[src/rtl/pkt_drop_filter_if.sv]
// AXI-Stream style bundle used for both the ingress and egress ports of the
// packet drop filter.
interface pkt_drop_filter_if #(
    parameter int DATA_WIDTH  = 512,
    parameter int TUSER_WIDTH = 128
);
    logic [DATA_WIDTH-1:0]   tdata;
    logic [DATA_WIDTH/8-1:0] tkeep;
    logic [TUSER_WIDTH-1:0]  tuser;
    logic                    tvalid;
    logic                    tlast;
    logic                    tready;

    modport master (output tdata, output tkeep, output tuser, output tvalid, output tlast, input tready);
    modport slave  (input tdata, input tkeep, input tuser, input tvalid, input tlast, output tready);
endinterface

[src/rtl/pkt_drop_filter.sv]
// Per-packet pass/drop filter: the first beat's key is matched against a small
// priority rule table and the whole packet is then forwarded or discarded.
module pkt_drop_filter #(
    parameter int C_S_AXIS_DATA_WIDTH  = 512,
    parameter int C_S_AXIS_TUSER_WIDTH = 128,
    parameter int KEY_LSB              = 368,
    parameter int KEY_WIDTH            = 16,
    parameter int NUM_RULES            = 4,
    parameter int DEFAULT_DROP         = 1,
    parameter int CNT_WIDTH            = 32,
    localparam int IDX_W               = (NUM_RULES > 1) ? $clog2(NUM_RULES) : 1
) (
    input  logic                  clk,
    input  logic                  aresetn,
    pkt_drop_filter_if.slave      s_axis,
    pkt_drop_filter_if.master     m_axis,
    input  logic                  cfg_wr_en,
    input  logic [IDX_W-1:0]      cfg_wr_idx,
    input  logic [KEY_WIDTH-1:0]  cfg_wr_key,
    input  logic                  cfg_wr_enable,
    input  logic                  cfg_wr_drop,
    output logic [CNT_WIDTH-1:0]  pass_cnt,
    output logic [CNT_WIDTH-1:0]  drop_cnt
);

    typedef enum logic [1:0] {
        ST_IDLE = 2'd0,
        ST_PASS = 2'd1,
        ST_DROP = 2'd2
    } state_t;

    state_t                            state_r;
    state_t                            next_state_s;
    logic                              rule_en_r   [NUM_RULES];
    logic [KEY_WIDTH-1:0]              rule_key_r  [NUM_RULES];
    logic                              rule_drop_r [NUM_RULES];
    logic                              match_drop_s;
    logic                              s_ready_s;
    logic                              accept_s;
    logic                              load_s;
    logic                              count_pass_s;
    logic                              count_drop_s;
    logic                              m_valid_r;
    logic                              m_last_r;
    logic [C_S_AXIS_DATA_WIDTH-1:0]    m_data_r;
    logic [C_S_AXIS_DATA_WIDTH/8-1:0]  m_keep_r;
    logic [C_S_AXIS_TUSER_WIDTH-1:0]   m_user_r;
    logic [CNT_WIDTH-1:0]              pass_cnt_r;
    logic [CNT_WIDTH-1:0]              drop_cnt_r;

    function automatic logic [CNT_WIDTH-1:0] sat_inc(input logic [CNT_WIDTH-1:0] v);
        if (&v) begin
            return v;
        end else begin
            return v + CNT_WIDTH'(1);
        end
    endfunction

    // Rule table; indices with no matching slot fall through and are ignored.
    always_ff @(posedge clk or negedge aresetn) begin
        if (!aresetn) begin
            for (int i = 0; i < NUM_RULES; i++) begin
                rule_en_r[i]   <= 1'b0;
                rule_key_r[i]  <= '0;
                rule_drop_r[i] <= 1'b0;
            end
        end else begin
            for (int i = 0; i < NUM_RULES; i++) begin
                if (cfg_wr_en && (cfg_wr_idx == IDX_W'(i))) begin
                    rule_en_r[i]   <= cfg_wr_enable;
                    rule_key_r[i]  <= cfg_wr_key;
                    rule_drop_r[i] <= cfg_wr_drop;
                end
            end
        end
    end

    // Priority lookup: scan downward so the lowest matching index wins.
    always_comb begin
        match_drop_s = (DEFAULT_DROP != 0);
        for (int i = NUM_RULES - 1; i >= 0; i--) begin
            if (rule_en_r[i] && (rule_key_r[i] == s_axis.tdata[KEY_LSB +: KEY_WIDTH])) begin
                match_drop_s = rule_drop_r[i];
            end else begin
                match_drop_s = match_drop_s;
            end
        end
    end

    // Ingress ready; dropped beats are sunk regardless of egress backpressure.
    always_comb begin
        s_ready_s = 1'b0;
        if (!aresetn) begin
            s_ready_s = 1'b0;
        end else if (state_r == ST_DROP) begin
            s_ready_s = 1'b1;
        end else begin
            s_ready_s = !m_valid_r || m_axis.tready;
        end
    end

    assign accept_s      = s_axis.tvalid && s_ready_s;
    assign s_axis.tready = s_ready_s;

    // Next-state and per-beat action decode.
    always_comb begin
        next_state_s = state_r;
        load_s       = 1'b0;
        count_pass_s = 1'b0;
        count_drop_s = 1'b0;
        case (state_r)
            ST_IDLE: begin
                if (accept_s && match_drop_s) begin
                    count_drop_s = 1'b1;
                    next_state_s = s_axis.tlast ? ST_IDLE : ST_DROP;
                end else if (accept_s) begin
                    count_pass_s = 1'b1;
                    load_s       = 1'b1;
                    next_state_s = s_axis.tlast ? ST_IDLE : ST_PASS;
                end else begin
                    next_state_s = ST_IDLE;
                end
            end
            ST_PASS: begin
                if (accept_s) begin
                    load_s       = 1'b1;
                    next_state_s = s_axis.tlast ? ST_IDLE : ST_PASS;
                end else begin
                    next_state_s = ST_PASS;
                end
            end
            ST_DROP: begin
                if (accept_s) begin
                    next_state_s = s_axis.tlast ? ST_IDLE : ST_DROP;
                end else begin
                    next_state_s = ST_DROP;
                end
            end
            default: begin
                next_state_s = ST_IDLE;
            end
        endcase
    end

    // State register and saturating packet counters.
    always_ff @(posedge clk or negedge aresetn) begin
        if (!aresetn) begin
            state_r    <= ST_IDLE;
            pass_cnt_r <= '0;
            drop_cnt_r <= '0;
        end else begin
            state_r <= next_state_s;
            if (count_pass_s) begin
                pass_cnt_r <= sat_inc(pass_cnt_r);
            end
            if (count_drop_s) begin
                drop_cnt_r <= sat_inc(drop_cnt_r);
            end
        end
    end

    // Egress register: loads only when empty or draining, so a stalled beat holds.
    always_ff @(posedge clk or negedge aresetn) begin
        if (!aresetn) begin
            m_valid_r <= 1'b0;
            m_last_r  <= 1'b0;
            m_data_r  <= '0;
            m_keep_r  <= '0;
            m_user_r  <= '0;
        end else if (load_s) begin
            m_valid_r <= 1'b1;
            m_last_r  <= s_axis.tlast;
            m_data_r  <= s_axis.tdata;
            m_keep_r  <= s_axis.tkeep;
            m_user_r  <= s_axis.tuser;
        end else if (m_axis.tready) begin
            m_valid_r <= 1'b0;
        end
    end

    assign m_axis.tvalid = m_valid_r;
    assign m_axis.tlast  = m_last_r;
    assign m_axis.tdata  = m_data_r;
    assign m_axis.tkeep  = m_keep_r;
    assign m_axis.tuser  = m_user_r;
    assign pass_cnt      = pass_cnt_r;
    assign drop_cnt      = drop_cnt_r;

endmodule

[src/flat_wrapper.sv]
// flat-port wrapper written by rule: the top's interface ports become plain ports
module pkt_drop_filter_flat 
#(
    parameter int C_S_AXIS_DATA_WIDTH  = 512,
    parameter int C_S_AXIS_TUSER_WIDTH = 128,
    parameter int KEY_LSB              = 368,
    parameter int KEY_WIDTH            = 16,
    parameter int NUM_RULES            = 4,
    parameter int DEFAULT_DROP         = 1,
    parameter int CNT_WIDTH            = 32,
    localparam int IDX_W               = (NUM_RULES > 1) ? $clog2(NUM_RULES) : 1
)
  (clk, aresetn, cfg_wr_en, cfg_wr_idx, cfg_wr_key, cfg_wr_enable, cfg_wr_drop, pass_cnt, drop_cnt, s_axis_tdata, s_axis_tkeep, s_axis_tuser, s_axis_tvalid, s_axis_tlast, s_axis_tready, m_axis_tdata, m_axis_tkeep, m_axis_tuser, m_axis_tvalid, m_axis_tlast, m_axis_tready);
  pkt_drop_filter_if #(.DATA_WIDTH(512), .TUSER_WIDTH(128)) s_axis_i ();
  pkt_drop_filter_if #(.DATA_WIDTH(512), .TUSER_WIDTH(128)) m_axis_i ();
  input  logic clk;
  input  logic aresetn;
  input  logic cfg_wr_en;
  input  logic [IDX_W-1:0] cfg_wr_idx;
  input  logic [KEY_WIDTH-1:0] cfg_wr_key;
  input  logic cfg_wr_enable;
  input  logic cfg_wr_drop;
  output logic [CNT_WIDTH-1:0] pass_cnt;
  output logic [CNT_WIDTH-1:0] drop_cnt;
  input wire logic [$bits(s_axis_i.tdata)-1:0] s_axis_tdata;
  input wire logic [$bits(s_axis_i.tkeep)-1:0] s_axis_tkeep;
  input wire logic [$bits(s_axis_i.tuser)-1:0] s_axis_tuser;
  input wire logic [$bits(s_axis_i.tvalid)-1:0] s_axis_tvalid;
  input wire logic [$bits(s_axis_i.tlast)-1:0] s_axis_tlast;
  output wire logic [$bits(s_axis_i.tready)-1:0] s_axis_tready;
  output wire logic [$bits(m_axis_i.tdata)-1:0] m_axis_tdata;
  output wire logic [$bits(m_axis_i.tkeep)-1:0] m_axis_tkeep;
  output wire logic [$bits(m_axis_i.tuser)-1:0] m_axis_tuser;
  output wire logic [$bits(m_axis_i.tvalid)-1:0] m_axis_tvalid;
  output wire logic [$bits(m_axis_i.tlast)-1:0] m_axis_tlast;
  input wire logic [$bits(m_axis_i.tready)-1:0] m_axis_tready;
  assign s_axis_i.tdata = s_axis_tdata;
  assign s_axis_i.tkeep = s_axis_tkeep;
  assign s_axis_i.tuser = s_axis_tuser;
  assign s_axis_i.tvalid = s_axis_tvalid;
  assign s_axis_i.tlast = s_axis_tlast;
  assign s_axis_tready = s_axis_i.tready;
  assign m_axis_tdata = m_axis_i.tdata;
  assign m_axis_tkeep = m_axis_i.tkeep;
  assign m_axis_tuser = m_axis_i.tuser;
  assign m_axis_tvalid = m_axis_i.tvalid;
  assign m_axis_tlast = m_axis_i.tlast;
  assign m_axis_i.tready = m_axis_tready;
  pkt_drop_filter #(.C_S_AXIS_DATA_WIDTH(C_S_AXIS_DATA_WIDTH), .C_S_AXIS_TUSER_WIDTH(C_S_AXIS_TUSER_WIDTH), .KEY_LSB(KEY_LSB), .KEY_WIDTH(KEY_WIDTH), .NUM_RULES(NUM_RULES), .DEFAULT_DROP(DEFAULT_DROP), .CNT_WIDTH(CNT_WIDTH)) u_core (.clk(clk), .aresetn(aresetn), .s_axis(s_axis_i), .m_axis(m_axis_i), .cfg_wr_en(cfg_wr_en), .cfg_wr_idx(cfg_wr_idx), .cfg_wr_key(cfg_wr_key), .cfg_wr_enable(cfg_wr_enable), .cfg_wr_drop(cfg_wr_drop), .pass_cnt(pass_cnt), .drop_cnt(drop_cnt));
endmodule
[config.mk]
export PLATFORM = sky130hd
export DESIGN_NAME = pkt_drop_filter_flat
export DESIGN_NICKNAME = d
export VERILOG_FILES = /design/src/rtl/pkt_drop_filter_if.sv /design/src/rtl/pkt_drop_filter.sv /design/src/flat_wrapper.sv
export SDC_FILE = /design/constraint.sdc
export NUM_CORES = 1
export LEC_CHECK = 0
export ABC_AREA = 1
export CAP_MARGIN = 20
export CORE_AREA = 10 10 577 579
export CTS_BUF_LIST = sky130_fd_sc_hd__clkbuf_4 sky130_fd_sc_hd__clkbuf_8 sky130_fd_sc_hd__clkbuf_16
export DETAILED_ROUTE_END_ITERATION = 6
export DIE_AREA = 0 0 587 589
export HOLD_SLACK_MARGIN = 0.1
export PLACE_DENSITY_LB_ADDON = 0.12
export SETUP_SLACK_MARGIN = 0.15
export SYNTH_ARGS = -nofsm -noshare
export SYNTH_HDL_FRONTEND = slang
export SYNTH_SLANG_ARGS = --single-unit
[constraint.sdc]
create_clock -name clk -period 2.5 [get_ports clk]
set_input_delay 0.5 -clock clk [delete_from_list [all_inputs] [get_ports clk]]
set_output_delay 0.5 -clock clk [all_outputs]
set_load 0.005 [all_outputs]
Word level (Yosys, flattened, before mapping)

Cells that the tools add are included.

Bits in registers: 844
Latch bits: 0
RAM bits: 0
Bits in read-only memories: 0
Input port bits: 730
Logic and storage cells: 73
Memories kept: 0

Add/subtract/negate cells: 2
$mul: 0
Div/mod/pow operators: 0
$lt $le $gt $ge: 0
Equality and inequality tests: 9
Shift-type cells: 0
Mux-type cells: 21
Bitwise gates (word level): 2
Reductions and logical operators: 19

Operator list:

| cell                    | count |
|---|---|
| $add A32 B1 Y32 const B | 2 |
| $eq A16 B16 Y1          | 4 |
| $reduce_and A32 Y1      | 2 |
| $mux W1                 | 14 |
| $logic_and A1 B1 Y1     | 10 |
| $mux W2                 | 5 |
| $eq A2 B2 Y1 const B    | 3 |
| $pmux W2 S3             | 1 |
| $eq A2 B1 Y1 const B    | 2 |
| $logic_not A2 Y1        | 2 |
| $reduce_and A2 Y1       | 2 |
| $not A1 Y1              | 2 |
| $pmux W1 S2             | 1 |
| $reduce_bool A2 Y1      | 1 |
| $logic_not A1 Y1        | 1 |
| $logic_or A1 B1 Y1      | 1 |

Logic depth before layout (Yosys ltp)

Depth after elaboration: 10
Mapped depth: 19

Worst setup path before layout

OpenSTA, ideal clock, no wires.

Path kind: input to register
Start point: input port s_axis_tdata[368]
End point: register u_core.m_user_r[68], in the netlist u_core.m_axis.tuser[68]
Setup time: 116 ps
Arrival time: 2076 ps
Required time: 2384 ps
Setup slack: 307 ps
Stages on the path: 18
Cell sequence: clkbuf_2 > inv_2 > nor2_1 > nor3_1 > nand2_1 > nor2_1 > nand3_1 > nand2_1 > inv_2 > nand2_2 > nand3_2 > nand2_4 > inv_2 > buf_6 > buf_6 > buf_4 > nand2_1 > nand2_1

Longest elaborated chain between the ends: 9
Elaborated cells between the ends (all ways): 15
Classes of those cells: eq/ne: 4; mux: 6; reduce/logical: 5

RTL lines:

| item                  | RTL line               | text |
|---|---|---|
| from (decl)           | flat_wrapper.sv:25     | `input wire logic [$bits(s_axis_i.tdata)-1:0] s_axis_tdata;` |
| $eq A16 B16 Y1        | pkt_drop_filter.sv:82  | `if (rule_en_r[i] && (rule_key_r[i] == s_axis.tdata[KEY_LSB +: KEY_WIDTH])) begin` |
| $logic_and A1 B1 Y1   | pkt_drop_filter.sv:82  |  |
| $mux W1 (3 in series) | pkt_drop_filter.sv:82  |  |
| $mux W1 *             | pkt_drop_filter.sv:82  |  |
| $logic_and A1 B1 Y1 * | pkt_drop_filter.sv:113 | `if (accept_s && match_drop_s) begin` |
| $mux W1 *             | pkt_drop_filter.sv:113 |  |
| $pmux W1 S2 *         | pkt_drop_filter.sv:111 | `case (state_r)` |
| to (signal assigned)  | pkt_drop_filter.sv:175 | `m_user_r <= s_axis.tuser;` |
| to (decl)             | pkt_drop_filter.sv:47  | `logic [C_S_AXIS_TUSER_WIDTH-1:0] m_user_r;` |

Every way passes the cells marked *; elsewhere a longest branch is shown, timed or not.
A chain may end at the register's enable or synchronous reset.

Worst setup path after layout

Start point: register u_core.rule_key_r[57] (netlist name)
End point: register u_core.m_data_r[332], in the netlist u_core.m_axis.tdata[332]

Longest elaborated chain between the ends: 6

RTL lines:

| item                              | RTL line               | text |
|---|---|---|
| from (decl)                       | pkt_drop_filter.sv:35  | `logic [KEY_WIDTH-1:0] rule_key_r [NUM_RULES];` |
| from (signal, indexed assignment) | pkt_drop_filter.sv:71  | `rule_key_r[i] <= cfg_wr_key;` |
| $eq A16 B16 Y1                    | pkt_drop_filter.sv:82  |  |
| $logic_and A1 B1 Y1               | pkt_drop_filter.sv:82  |  |
| $mux W1                           | pkt_drop_filter.sv:82  |  |
| $logic_and A1 B1 Y1               | pkt_drop_filter.sv:113 |  |
| $mux W1                           | pkt_drop_filter.sv:113 |  |
| $pmux W1 S2                       | pkt_drop_filter.sv:111 |  |
| to (signal assigned)              | pkt_drop_filter.sv:173 | `m_data_r <= s_axis.tdata;` |
| to (decl)                         | pkt_drop_filter.sv:45  | `logic [C_S_AXIS_DATA_WIDTH-1:0] m_data_r;` |

No other way between the ends.

==> metrics.txt <==
Worst Max-Slew Pin Slew around 0.94 ns; CP endpoint kind flop; Syn Area/Cell about 8.5 µm²; clock slew at reported path FFs about 0.06 ns; I/O Pins between 1500 and 2000; first-pass GRT wire length about 390000 µm; met3 usage 0.0757; total power draw about 37 mW; area leader, netlist dfrtp_1; Util after Layout 0.208; post-synthesis sequential area ratio 0.606; Core Footprint 0.321 mm²; # nets final roughly 7000; Area growth, synth to finish 91.1%; Overall Global Routing Usage 0.165; commonest non-fill, non-tap cell in the layout nand2_1; Clock Latency Late Sink 0.86 ns; status finished, violations left; CTS Sinks around 840; Via density between 3 and 4; clk_skew 0.0393 ns; Final WS setup -0.0957 ns; initial DRC count approximately 2300; final-report hold violation count 0; maxcap violations 0; Area contributors post-synth dfrtp_1 (61%), nand2_1 (27%), buf_6 (2.1%); worst vdd ir about 0.00058 V; Final GP Congestion between 0.8 and 0.9; Die W 587 µm; register area between 0.02 and 0.025 mm²; CP cell instances inv_1 -> nand2_2 -> nand2_2 -> nor2_4 -> nand3_1 -> nor2_1 -> buf_4 -> nand4_1 -> buf_4 -> nand3_4 -> nand2_8 -> buf_12 -> buf_12 -> buf_16 -> buf_12 -> buf_8 -> nand2_1 -> nand2_1; Max stage delay cell, worst path dfrtp_1; Slew Viols, Final 0; fin crit period approximately 2.6 ns; port bufs 1500; Initial Utilization 0.109; area of the multi-input gates 0.0125 mm²; Hold Path Class in2reg; post-route DRC violation count 0; post-DP HPWL between 200000 and 250000 µm; Slew headroom 0.375; FILL cells 35700; antenna viol nets, final 0; Total Neg Setup Slack -13.32 ns; Synth Register Bits 844; WHS roughly 0.2 ns; area post-placement 0.0568 mm²; 1st-pass router iterations 5; Power Dens Cells between 500 and 600 mW/mm²; Crit Path Max Fanout 6; Pleak between 30 and 40 nW; Cell Area, Synth 0.0349 mm²; post-route insts no fill ~11000; met1 GRT Util 0.188; final count of negative-setup-slack endpoints between 300 and 400; post-synthesis cell count about 4100; post-synth cell types 35; clock buffer depth 4; crit path DAT 3.35 ns; GRT Max-Usage Layer met2; yosys warns 0; GRT overflow 0; failing checks setup timing; routed wire length ~300000 µm; antenna violations before repair ~270; pre-CTS setup slack -1.15 ns; Die Area approximately 0.35 mm²; worst path required time 3.26 ns; Via Count 36700; RSZ-0062 raised after global routing yes; routed len/inst 28.2 µm; row cnt ~210; slowest cell delay on critical path between 0.4 and 0.5 ns; Setup crit start kind flop; Max Fclk between 300 and 400 MHz; met2 Track Usage GR 0.283; placed cells ~10000; final instance area 0.0666 mm²; share of the synthesized area in the top cell type 0.606; largest net degree at the start of global routing around 150; CTS buffer count approximately 120; period utilization 1.04; Die H around 590 µm; CTS tree done; syn_nets ~4800; most used cell, CP buf_12; clk root buf clkbuf_16; crit path kind reg2reg; number of global-route vias before repair 37900; htree depth 3; layout cells sized above 1 0.140; commonest non-fill, non-tap cells in the layout nand2_1 (2312), clkdlybuf4s50_1 (1475), dfrtp_1 (841), buf_4 (249), dlygate4sd3_1 (173)
worst max-delay path: cells and delay by family, from the launching register on:
kind | cells | cell delay, ns
buf+inv | 8 | 1.11
flops | 1 | 0.42
simple gates | 10 | 0.93
state kept, by name (all words and copies together) (netlist names):
name	cells
u_core.m_axis.tdata	512
u_core.m_axis.tuser	128
u_core.m_axis.tkeep	64
u_core.rule_key_r	64
u_core.drop_cnt	32
u_core.pass_cnt	32
u_core.rule_drop_r	4
u_core.rule_en_r	4
u_core.state_r	2
u_core.m_axis.tlast	1
u_core.m_axis.tvalid	1
power by group:
group          leakage (nW)  switching, mW  internal (mW)  total (mW)
clock network          2.09           7.36           10.9        18.3
logic                  17.9           1.88           2.14        4.02
registers              11.6          0.320           14.0        14.3
total                  31.6           9.56           27.0        36.6
synthesized netlist by cell type:
cell and count:
a211oi_1 1, a21boi_1 4, a21oi_1 3, a31oi_1 1
and2_1 1, and3_1 1, buf_2 65, buf_4 31
buf_6 65, buf_8 3, clkbuf_1 16, clkbuf_2 2
dfrtp_1 844, ha_1 2, inv_1 130, inv_2 13
nand2_1 2479, nand2_2 1, nand2_4 1, nand3_1 40
nand3_2 1, nand3b_1 7, nand4_1 30, nor2_1 137
nor3_1 32, nor3_2 1, nor3b_1 3, nor4_1 12
o21ai_0 103, o21ai_1 13, o22ai_1 1, or2_1 1
or2_2 4, xnor2_1 20, xor2_1 40
per-layer routing:
layer  part of all wire  wire length, µm  vias to the layer above
li1                   -                -                    16800
met1               0.39           116000                    17700
met2               0.48           143000                     1600
met3               0.11            32400                      490
met4              0.025             7640                      106
met5             0.0024              713                        -
area by class of cell:
cell class              instances  area share
diodes                         53     0.00199
clock buffers                 181      0.0555
clock inverters                36     0.00652
inverters                     143     0.00838
multi-input cells            2940       0.187
flip-flops and latches        844       0.317
well taps                    4305      0.0809
repair buffers               2112       0.342
repair inverters                1    0.000131
kinds of logic (layout without fill, tap and decap cells):
kind of cell / after synthesis / count (layout) / synth area share
and+or+nand+nor: 2751 / 2752 / 0.304
buffers and inverters: 325 / 2473 / 0.0557
DFF: 844 / 844 / 0.606
xor gates and xnor gates: 60 / 60 / 0.0151
other: 0 / 53 / 0
adders and majority gates: 2 / 2 / 0.000718
AOI/OAI and AO/OA: 126 / 126 / 0.0185
worst paths after layout:
check | start | end | slack, ns | cells after the start
setup / recovery | u_core.rule_key_r[57] | u_core.m_axis.tdata[332] | -0.1 | 18
min in group asynchronous | aresetn | u_core.m_axis.tdata[364] | 0.27 | 4
hold reg to reg | u_core.m_axis.tdata[3] | u_core.m_axis.tdata[3] | 0.47 | 2
max in group asynchronous | aresetn | u_core.m_axis.tdata[218] | 0.46 | 6
setup reg to reg | u_core.rule_key_r[57] | u_core.m_axis.tdata[332] | -0.1 | 18
hold / removal | s_axis_tkeep[43] | u_core.m_axis.tkeep[43] | 0.20 | 3
repair_timing:
item / CTS / global route
buffers inserted: 62 / 15
hold endpoints to repair: 312 / 0
resized for setup: 321 / 68
setup endpoints to repair: 1391 / 1265
cloned: 53 / 14
pin swaps: 48 / 29
hold buffers: 173 / 0
Power figures use the tool's default switching activity.
